## src/rtl/seg_anim_player_if.sv

```systemverilog
// rtl/seg_anim_player_if.sv - control, frame-write and display bus of the frame sequencer
interface seg_anim_player_if #(
  parameter int ADDR_W = 5
);
  logic              play;
  logic              step;
  logic              dir;
  logic              loop;
  logic              speed_sel;
  logic              frame_wr_en;
  logic [ADDR_W-1:0] frame_wr_addr;
  logic [63:0]       frame_wr_data;
  logic [63:0]       o_data;
  logic [ADDR_W-1:0] o_frame_idx;
  logic              o_tick;
  logic              o_done;

  // Controller / table loader side
  modport master (
    output play, step, dir, loop, speed_sel,
    output frame_wr_en, frame_wr_addr, frame_wr_data,
    input  o_data, o_frame_idx, o_tick, o_done
  );

  // Sequencer side
  modport slave (
    input  play, step, dir, loop, speed_sel,
    input  frame_wr_en, frame_wr_addr, frame_wr_data,
    output o_data, o_frame_idx, o_tick, o_done
  );
endinterface

```

## src/rtl/seg_anim_player.sv

```systemverilog
// rtl/seg_anim_player.sv - frame table sequencer feeding seg7x16 image mode
module seg_anim_player #(
  parameter int FRAME_NUM = 19,
  parameter int ADDR_W    = 5,
  parameter int DIV_SLOW  = 134217728,
  parameter int DIV_FAST  = 33554432
) (
  input  logic             clk,
  input  logic             rst,
  seg_anim_player_if.slave bus
);
  localparam int                DEPTH     = 1 << ADDR_W;
  localparam int                PW        = 32;
  localparam logic [ADDR_W-1:0] LAST_IDX  = ADDR_W'(FRAME_NUM - 1);
  localparam logic [ADDR_W:0]   FRAME_CNT = (ADDR_W + 1)'(FRAME_NUM);
  localparam logic [PW-1:0]     DIV_S_M1  = PW'(DIV_SLOW - 1);
  localparam logic [PW-1:0]     DIV_F_M1  = PW'(DIV_FAST - 1);

  typedef enum logic [1:0] {
    S_STOP = 2'd0,
    S_RUN  = 2'd1,
    S_END  = 2'd2
  } state_t;

  state_t            state_q, state_d;
  logic [ADDR_W-1:0] idx_q, idx_d;
  logic [PW-1:0]     presc_q, presc_d;
  logic              tick_q, tick_d;
  logic              speed_q;
  logic [63:0]       data_q;

  // Table is sized to the full index space so any idx reads without width
  // games; entries at or above FRAME_NUM are never written and stay blank.
  logic [63:0]       frame_mem_q [DEPTH] = '{default: '1};

  logic [PW-1:0]     div_m1;
  logic              spd_chg;
  logic              at_last;
  logic [ADDR_W-1:0] idx_next;
  logic [ADDR_W-1:0] idx_start;

  // Advance arithmetic shared by step and timed advances
  always_comb begin
    div_m1    = bus.speed_sel ? DIV_S_M1 : DIV_F_M1;
    spd_chg   = bus.speed_sel != speed_q;
    at_last   = bus.dir ? (idx_q == '0) : (idx_q == LAST_IDX);
    idx_start = bus.dir ? LAST_IDX : '0;
    if (bus.dir) begin
      idx_next = (idx_q == '0) ? LAST_IDX : idx_q - 1'b1;
    end else begin
      idx_next = (idx_q == LAST_IDX) ? '0 : idx_q + 1'b1;
    end
  end

  // Next-state logic: play/pause, step, timed advance and one-shot end
  always_comb begin
    state_d = state_q;
    idx_d   = idx_q;
    presc_d = presc_q;
    tick_d  = 1'b0;
    case (state_q)
      S_STOP: begin
        if (bus.play) begin
          state_d = S_RUN;
        end else if (bus.step) begin
          idx_d  = idx_next;
          tick_d = 1'b1;
        end
        if (spd_chg) presc_d = '0;
      end
      S_RUN: begin
        if (!bus.play) begin
          state_d = S_STOP;
          if (spd_chg) presc_d = '0;
        end else if (spd_chg) begin
          presc_d = '0;
        end else if (presc_q >= div_m1) begin
          presc_d = '0;
          if (at_last && !bus.loop) begin
            state_d = S_END;
          end else begin
            idx_d  = idx_next;
            tick_d = 1'b1;
          end
        end else begin
          presc_d = presc_q + 1'b1;
        end
      end
      S_END: begin
        if (spd_chg) presc_d = '0;
        if (!bus.play) begin
          state_d = S_STOP;
          idx_d   = idx_start;
        end
      end
      default: begin
        state_d = S_STOP;
      end
    endcase
  end

  // Sequencer state, prescaler and display register
  always_ff @(posedge clk or posedge rst) begin
    if (rst) begin
      state_q <= S_STOP;
      idx_q   <= '0;
      presc_q <= '0;
      tick_q  <= 1'b0;
      speed_q <= 1'b0;
      data_q  <= '1;
    end else begin
      state_q <= state_d;
      idx_q   <= idx_d;
      presc_q <= presc_d;
      tick_q  <= tick_d;
      speed_q <= bus.speed_sel;
      data_q  <= frame_mem_q[idx_q];
    end
  end

  // Frame table writes; reset deliberately leaves contents intact
  always_ff @(posedge clk) begin
    if (bus.frame_wr_en && ({1'b0, bus.frame_wr_addr} < FRAME_CNT)) begin
      frame_mem_q[bus.frame_wr_addr] <= bus.frame_wr_data;
    end
  end

  assign bus.o_data      = data_q;
  assign bus.o_frame_idx = idx_q;
  assign bus.o_tick      = tick_q;
  assign bus.o_done      = (state_q == S_END);

endmodule

```

## src/flat_wrapper.sv

```systemverilog
// flat-port wrapper written by rule: the top's interface ports become plain ports
module seg_anim_player_flat 
#(
  parameter int FRAME_NUM = 19,
  parameter int ADDR_W    = 5,
  parameter int DIV_SLOW  = 134217728,
  parameter int DIV_FAST  = 33554432
)
  (clk, rst, bus_play, bus_step, bus_dir, bus_loop, bus_speed_sel, bus_frame_wr_en, bus_frame_wr_addr, bus_frame_wr_data, bus_o_data, bus_o_frame_idx, bus_o_tick, bus_o_done);
  seg_anim_player_if #(.ADDR_W(ADDR_W)) bus_i ();
  input  logic clk;
  input  logic rst;
  input wire logic [$bits(bus_i.play)-1:0] bus_play;
  input wire logic [$bits(bus_i.step)-1:0] bus_step;
  input wire logic [$bits(bus_i.dir)-1:0] bus_dir;
  input wire logic [$bits(bus_i.loop)-1:0] bus_loop;
  input wire logic [$bits(bus_i.speed_sel)-1:0] bus_speed_sel;
  input wire logic [$bits(bus_i.frame_wr_en)-1:0] bus_frame_wr_en;
  input wire logic [$bits(bus_i.frame_wr_addr)-1:0] bus_frame_wr_addr;
  input wire logic [$bits(bus_i.frame_wr_data)-1:0] bus_frame_wr_data;
  output wire logic [$bits(bus_i.o_data)-1:0] bus_o_data;
  output wire logic [$bits(bus_i.o_frame_idx)-1:0] bus_o_frame_idx;
  output wire logic [$bits(bus_i.o_tick)-1:0] bus_o_tick;
  output wire logic [$bits(bus_i.o_done)-1:0] bus_o_done;
  assign bus_i.play = bus_play;
  assign bus_i.step = bus_step;
  assign bus_i.dir = bus_dir;
  assign bus_i.loop = bus_loop;
  assign bus_i.speed_sel = bus_speed_sel;
  assign bus_i.frame_wr_en = bus_frame_wr_en;
  assign bus_i.frame_wr_addr = bus_frame_wr_addr;
  assign bus_i.frame_wr_data = bus_frame_wr_data;
  assign bus_o_data = bus_i.o_data;
  assign bus_o_frame_idx = bus_i.o_frame_idx;
  assign bus_o_tick = bus_i.o_tick;
  assign bus_o_done = bus_i.o_done;
  seg_anim_player #(.FRAME_NUM(FRAME_NUM), .ADDR_W(ADDR_W), .DIV_SLOW(DIV_SLOW), .DIV_FAST(DIV_FAST)) u_core (.clk(clk), .rst(rst), .bus(bus_i));
endmodule
```

## config.mk

```make
export PLATFORM = sky130hd
export DESIGN_NAME = seg_anim_player_flat
export DESIGN_NICKNAME = d
export VERILOG_FILES = /design/src/rtl/seg_anim_player_if.sv /design/src/rtl/seg_anim_player.sv /design/src/flat_wrapper.sv
export SDC_FILE = /design/constraint.sdc
export NUM_CORES = 2
export LEC_CHECK = 0
export ABC_CLOCK_PERIOD_IN_PS = 4900
export CORE_ASPECT_RATIO = 0.6
export CORE_MARGIN = 2
export CORE_UTILIZATION = 50
export DETAILED_ROUTE_END_ITERATION = 10
export HOLD_SLACK_MARGIN = 0.08
export PLACE_DENSITY_LB_ADDON = 0.08
export SYNTH_ARGS = -nofsm -noshare
export SYNTH_HDL_FRONTEND = slang
export SYNTH_SLANG_ARGS = --single-unit
```

## constraint.sdc

```tcl
create_clock -name clk -period 4.9 [get_ports clk]
set_clock_uncertainty 0.2 [all_clocks]
set_input_delay 0.98 -clock clk [delete_from_list [all_inputs] [get_ports clk]]
set_output_delay 0.98 -clock clk [all_outputs]
set_load 0.1 [all_outputs]
```

== After elaboration in Yosys (flattened, before gate mapping) ==
Memory sizes are Yosys's and may differ from the RTL's. A register that Yosys moved wholly into a read port is not among the register bits.
Index checks and enable logic that the tools add are counted.
W data, S select, Z words.

* Bits in registers: 41
* Memory bits (writable): 2048
* Output and inout bits: 71
* Memories: 1

* Add/sub/neg operators: 3
* $lt $le $gt $ge: 2
* Eq/ne operators: 15
* Mux-type cells: 35
* Reduce and logical (&&, ||, !) cells: 10

{| class="wikitable"
|+ Memory list
! name !! words !! width !! rd ports !! clocked after memory_dff !! write ports !! RTL line !! RTL
|-
| u_core.frame_mem_q || 32 || 64 || 1 || 1 || 1 || seg_anim_player.sv:34 || <nowiki>logic [63:0] frame_mem_q [DEPTH] = '{default: '1};</nowiki>
|}

{| class="wikitable"
|+ Operators with widths
! kind !! count
|-
| $mux W32 || 4
|-
| $pmux W32 S2 || 1
|-
| $mux W5 || 11
|-
| $add A32 B1 Y32 const B || 1
|-
| $ge A32 B32 Y1 || 1
|-
| $mux W27 || 1
|-
| $pmux W5 S3 || 1
|-
| $ne A2 B2 Y1 const B || 7
|-
| $mux W2 || 6
|-
| $mux W1 || 9
|-
| $reduce_and A8 Y1 || 1
|-
| $ne A3 B2 Y1 const B || 2
|-
| $pmux W2 S3 || 1
|-
| $add A5 B1 Y5 const B || 1
|-
| $eq A5 B5 Y1 const B || 1
|-
| $logic_not A5 Y1 || 1
|-
| $lt A5 B5 Y1 const B || 1
|-
| $reduce_and A5 Y1 || 1
|-
| $sub A5 B1 Y5 const B || 1
|-
| $ne A3 B3 Y1 const B || 1
|-
| $reduce_bool A3 Y1 || 1
|-
| $eq A2 B1 Y1 const B || 1
|-
| $eq A2 B2 Y1 const B || 1
|-
| $logic_and A1 B1 Y1 || 2
|-
| 7 further kinds || 7
|}

== Longest topological paths before layout ==
* Depth in word-level cells: 8
* Gate-level depth with buffers: 12
* Depth with buffers taken out: 8

== Least setup slack after synthesis ==
Ideal clock, no wire load.

* Path kind: input-to-reg
* Start point: input bus_frame_wr_en
* End point: memory u_core.frame_mem_q[16][0], enable pin
* Library setup time: 0.565 ns
* Arrival: 5.645 ns
* Slack: -1.510 ns
* Stages on the path: 3
* Cell sequence: nor2b_1 > nand3b_1 > nor3_1

* Longest elaborated chain between the ends: 3

{| class="wikitable"
|+ RTL lines
! what !! RTL line !! RTL
|-
| from (decl) || flat_wrapper.sv:18 || <nowiki>input wire logic [$bits(bus_i.frame_wr_en)-1:0] bus_frame_wr_en;</nowiki>
|-
| $logic_and A1 B1 Y1 || seg_anim_player.sv:123 || <nowiki>if (bus.frame_wr_en && ({1'b0, bus.frame_wr_addr} < FRAME_CNT)) begin</nowiki>
|-
| $mux W1 || seg_anim_player.sv:123 ||
|-
| $mux W1 (implied by the code) || seg_anim_player.sv:124 || <nowiki>frame_mem_q[bus.frame_wr_addr] <= bus.frame_wr_data;</nowiki>
|-
| to (decl) || seg_anim_player.sv:34 ||
|}

No other way between the ends.

== Final worst setup path ==
* Start point: register u_core.idx_q[0] (netlist: u_core.bus.o_frame_idx[0])
* End point: output bus_o_frame_idx[0]

{| class="wikitable"
|+ RTL lines
! what !! RTL line !! RTL
|-
| from (decl) || seg_anim_player.sv:26 || <nowiki>logic [ADDR_W-1:0] idx_q, idx_d;</nowiki>
|-
| from (signal assigned) || seg_anim_player.sv:113 || <nowiki>idx_q <= idx_d;</nowiki>
|-
| to (decl) || flat_wrapper.sv:22 || <nowiki>output wire logic [$bits(bus_i.o_frame_idx)-1:0] bus_o_frame_idx;</nowiki>
|}

No word-level cell between the ends.

==> impl_metrics.py <==
metrics = {
    "synthesis": {
        "synth_edf_count": 2048,
        "yosysSeqAreaShare_pct": 78.5,
        "ys_top_cells_by_area": "edfxtp_1, mux4_2, mux2i_1",
        "synth_largest_area_cell": "edfxtp_1",
        "yosysMostFrequentCell": "edfxtp_1",
        "syn_area_per_cell_sq_um": 23.3,
        "synth_cells": 3509,
        "synth_warnings": 0,
        "ys_types": 55,
        "synth_ff_type": "edfxtp_1",
        "synth_commonest_cells": "edfxtp_1, mux4_2, mux2i_1",
        "syn_area_sq_um": 81700,
        "synth_top_area_share_pct": 75.2,
        "synthArstFlopShare_pct": 4.88,
        "ys_ff_latch": 2153,
    },
    "die": {
        "die_area_sq_um": 167000,
        "rows": 114,
        "io_pins": 148,
        "die_y_um": 317,
        "initial_core_util_pct": 50.5,
        "core_sq_um": 162000,
        "die_w_um": 526,
    },
    "clock_tree": {
        "ctsResizeCount": 0,
        "clkTransAtPathRegs_ps": 70,
        "cts_tree": "yes",
        "post_cts_buffers": 0,
        "cts_sinks": 2153,
        "cts_max_path_buffers": 4,
        "worstSkewPairLatency_ps": 830,
        "postCtsHoldBufs": 0,
        "htree_levels": 4,
        "cts_buffers": 199,
        "root_buffer": "clkbuf_16",
    },
    "power": {
        "peakVddDrop_uv": 462,
        "powerDensity_nw_per_um2": 533,
        "cellLeakagePower_nw": 32.1,
    },
    "routing": {
        "final_antenna_net_count": 0,
        "wl_per_cell_um": 23.5,
        "wirelength_mm": 162,
        "first_pass_iters": 5,
        "drc": 0,
        "routed_via_density": 5.41,
        "drt_iter0_markers": 3401,
        "vias": 37201,
    },
    "sta": {
        "maxSlewViolCount": 0,
        "fin_ws_ps": 734,
        "setup_tns_ps": 0,
        "rsz0062_at_grt": "no",
        "setup_viol": 0,
        "timing.final.hold_violations": 0,
        "finalCriticalPeriod_ps": 4170,
        "tightest_slew_ps": 1230,
        "min_period_over_period_pct": 85.0,
        "maxSlewHeadroom_pct": 17.8,
        "fmax_mhz": 240,
    },
    "finish": {
        "fin_area_sq_um": 95700,
        "area_growth_syn_to_layout_pct": 17.1,
        "drive_above_1_share_pct": 20.1,
        "fin_nets": 4652,
    },
    "worst_setup_path": {
        "cp-end-kind": "output pin",
        "cp_num_buf_inv": 1,
        "cp_slowest_stage_delay_ps": 1270,
        "r2r_start": "u_core.bus.o_frame_idx[0]$_DFFE_PP0P_",
        "cp.arrival_ps": 2990,
        "required_ps": 3720,
        "crit_slowest_cell": "clkdlybuf4s50_1",
        "critPathLaunch": "u_core.bus.o_frame_idx[0]$_DFFE_PP0P_",
        "worst-setup-path-type": "reg2out",
        "crit_path_start_kind": "flop",
        "crit_path_max_fanout": 28,
        "path_cells": "clkdlybuf4s50_1",
        "critical_path.top_delay_family": "buffers and inverters",
    },
    "placed_design": {
        "dpl_cell_area_sq_um": 89400,
        "place_congestion": 0.780,
        "port_buffers": 147,
        "post-place-ws_ps": 918,
        "dpl.hpwl_mm": 83.9,
    },
    "grt": {
        "gr-total-overflow": 0,
        "grt_max_degree": 120,
        "grt_usage_pct": 19.6,
        "grt_pass1_wl_mm": 243,
        "grt_pass1_vias": 37635,
        "grt_antenna_before_repair": 2,
    },
    "flow_run": {
        "maxCapViolCount": 0,
    },
    "hold_path": {
        "min_from": "u_core.presc_q[30]$_DFFE_PP0P_",
        "min_path_type": "reg2reg",
    },
    "run_status": {
        "run_status": "complete, no violations",
    },
}
==> final timing paths <==
| path | slack (ps) | cells past startpoint | end |
|---|---|---|---|
| min | 280 | 1 | u_core.presc_q[30]$_DFFE_PP0P_ |
| max in group asynchronous | 3100 | 3 | u_core.bus.o_data[30]$_DFF_PP1_ |
| max | 730 | 1 | bus_o_frame_idx[0] |
| min in group asynchronous | 530 | 2 | u_core.bus.o_frame_idx[3]$_DFFE_PP0P_ |
| max reg2reg | 1580 | 6 | u_core.bus.o_data[48]$_DFF_PP1_ |
| min reg2reg | 280 | 1 | u_core.presc_q[30]$_DFFE_PP0P_ |
==> logic make-up after synthesis <==
family	Yosys count	share of synthesized area, %
fa+ha+maj	7	0.107
xor+xnor	2	0.0214
simple gates	180	1.14
compound gates	202	1.95
flops	2153	78.5
other cells	1	0.00459
buf+inv	196	0.986
mux	768	17.2
==> cells in the final DEF, fill, tap and decap left out, types with 8 or more instances in the layout <==
cell and instances:
nor3_1 11, nand2_1 38, buf_12 37, nand3_1 29, a21oi_1 14, a221oi_1 64, mux4_2 512, nor2_1 18
bufinv_16 16, o21ai_0 23, clkbuf_16 202, dfrtp_1 38, clkdlybuf4s50_1 147, a31oi_1 9, or3_1 10, clkinv_1 32
a22o_1 69, buf_4 30, edfxtp_1 2048, dfstp_2 64, nor2_4 15, clkbuf_8 13, inv_1 8, and2_1 10
clkbuf_1 51, clkinv_2 35, mux2i_1 256, conb_1 832
==> sequential cells by signal, indices dropped and copies added, names as in the netlist <==
signal / cells
u_core.frame_mem_q: 2048
u_core.bus.o_frame_idx: 5
u_core.speed_q: 1
u_core.bus.o_tick: 1
u_core.state_q: 2
u_core.bus.o_data: 64
u_core.presc_q: 32
==> power breakdown <==
group          leakage (nW)  switching, mW  internal [mW]
sequential             20.3          0.577           21.5
combinational          8.73           7.95           5.92
clock                  3.08           6.52           8.60
total                  32.1           15.0           36.0
==> per-layer routing <==
metal  global-route usage, %  vias to the layer above  share of wire, %
met2                    29.3                      978                45
li1                        -                    16300                 -
met3                    3.38                      212               5.8
met4                    3.86                        0               1.5
met5                       0                        -                 0
met1                    30.8                    19711                48
==> cell type report <==
class / count / area [sq um]
Fill cell: 11821 / 66000
Timing Repair Buffer: 214 / 2440
Clock inverter: 93 / 863
Inverter: 9 / 38.8
Sequential cell: 2153 / 64200
Clock buffer: 266 / 5430
Tap cell: 2146 / 2690
Antenna cell: 1 / 2.50
Multi-Input combinational cell: 1991 / 20000
==> per-stage QoR <==
| stage | hold WS, ps | std cells | power [mW] | util (%) |
|---|---|---|---|---|
| after floorplan | 245 | 4340 | 32.7 | - |
| after global placement | 266 | 6513 | 36.5 | 55.3 |
| after detailed placement | 267 | 6513 | 36.6 | 55.3 |
| after CTS | 280 | 6872 | 51.8 | 59.2 |
| after global routing | 297 | 6873 | 53.3 | 59.2 |
| final | 279 | 6873 | 51.0 | 59.2 |
Power figures use the tool's default switching activity.
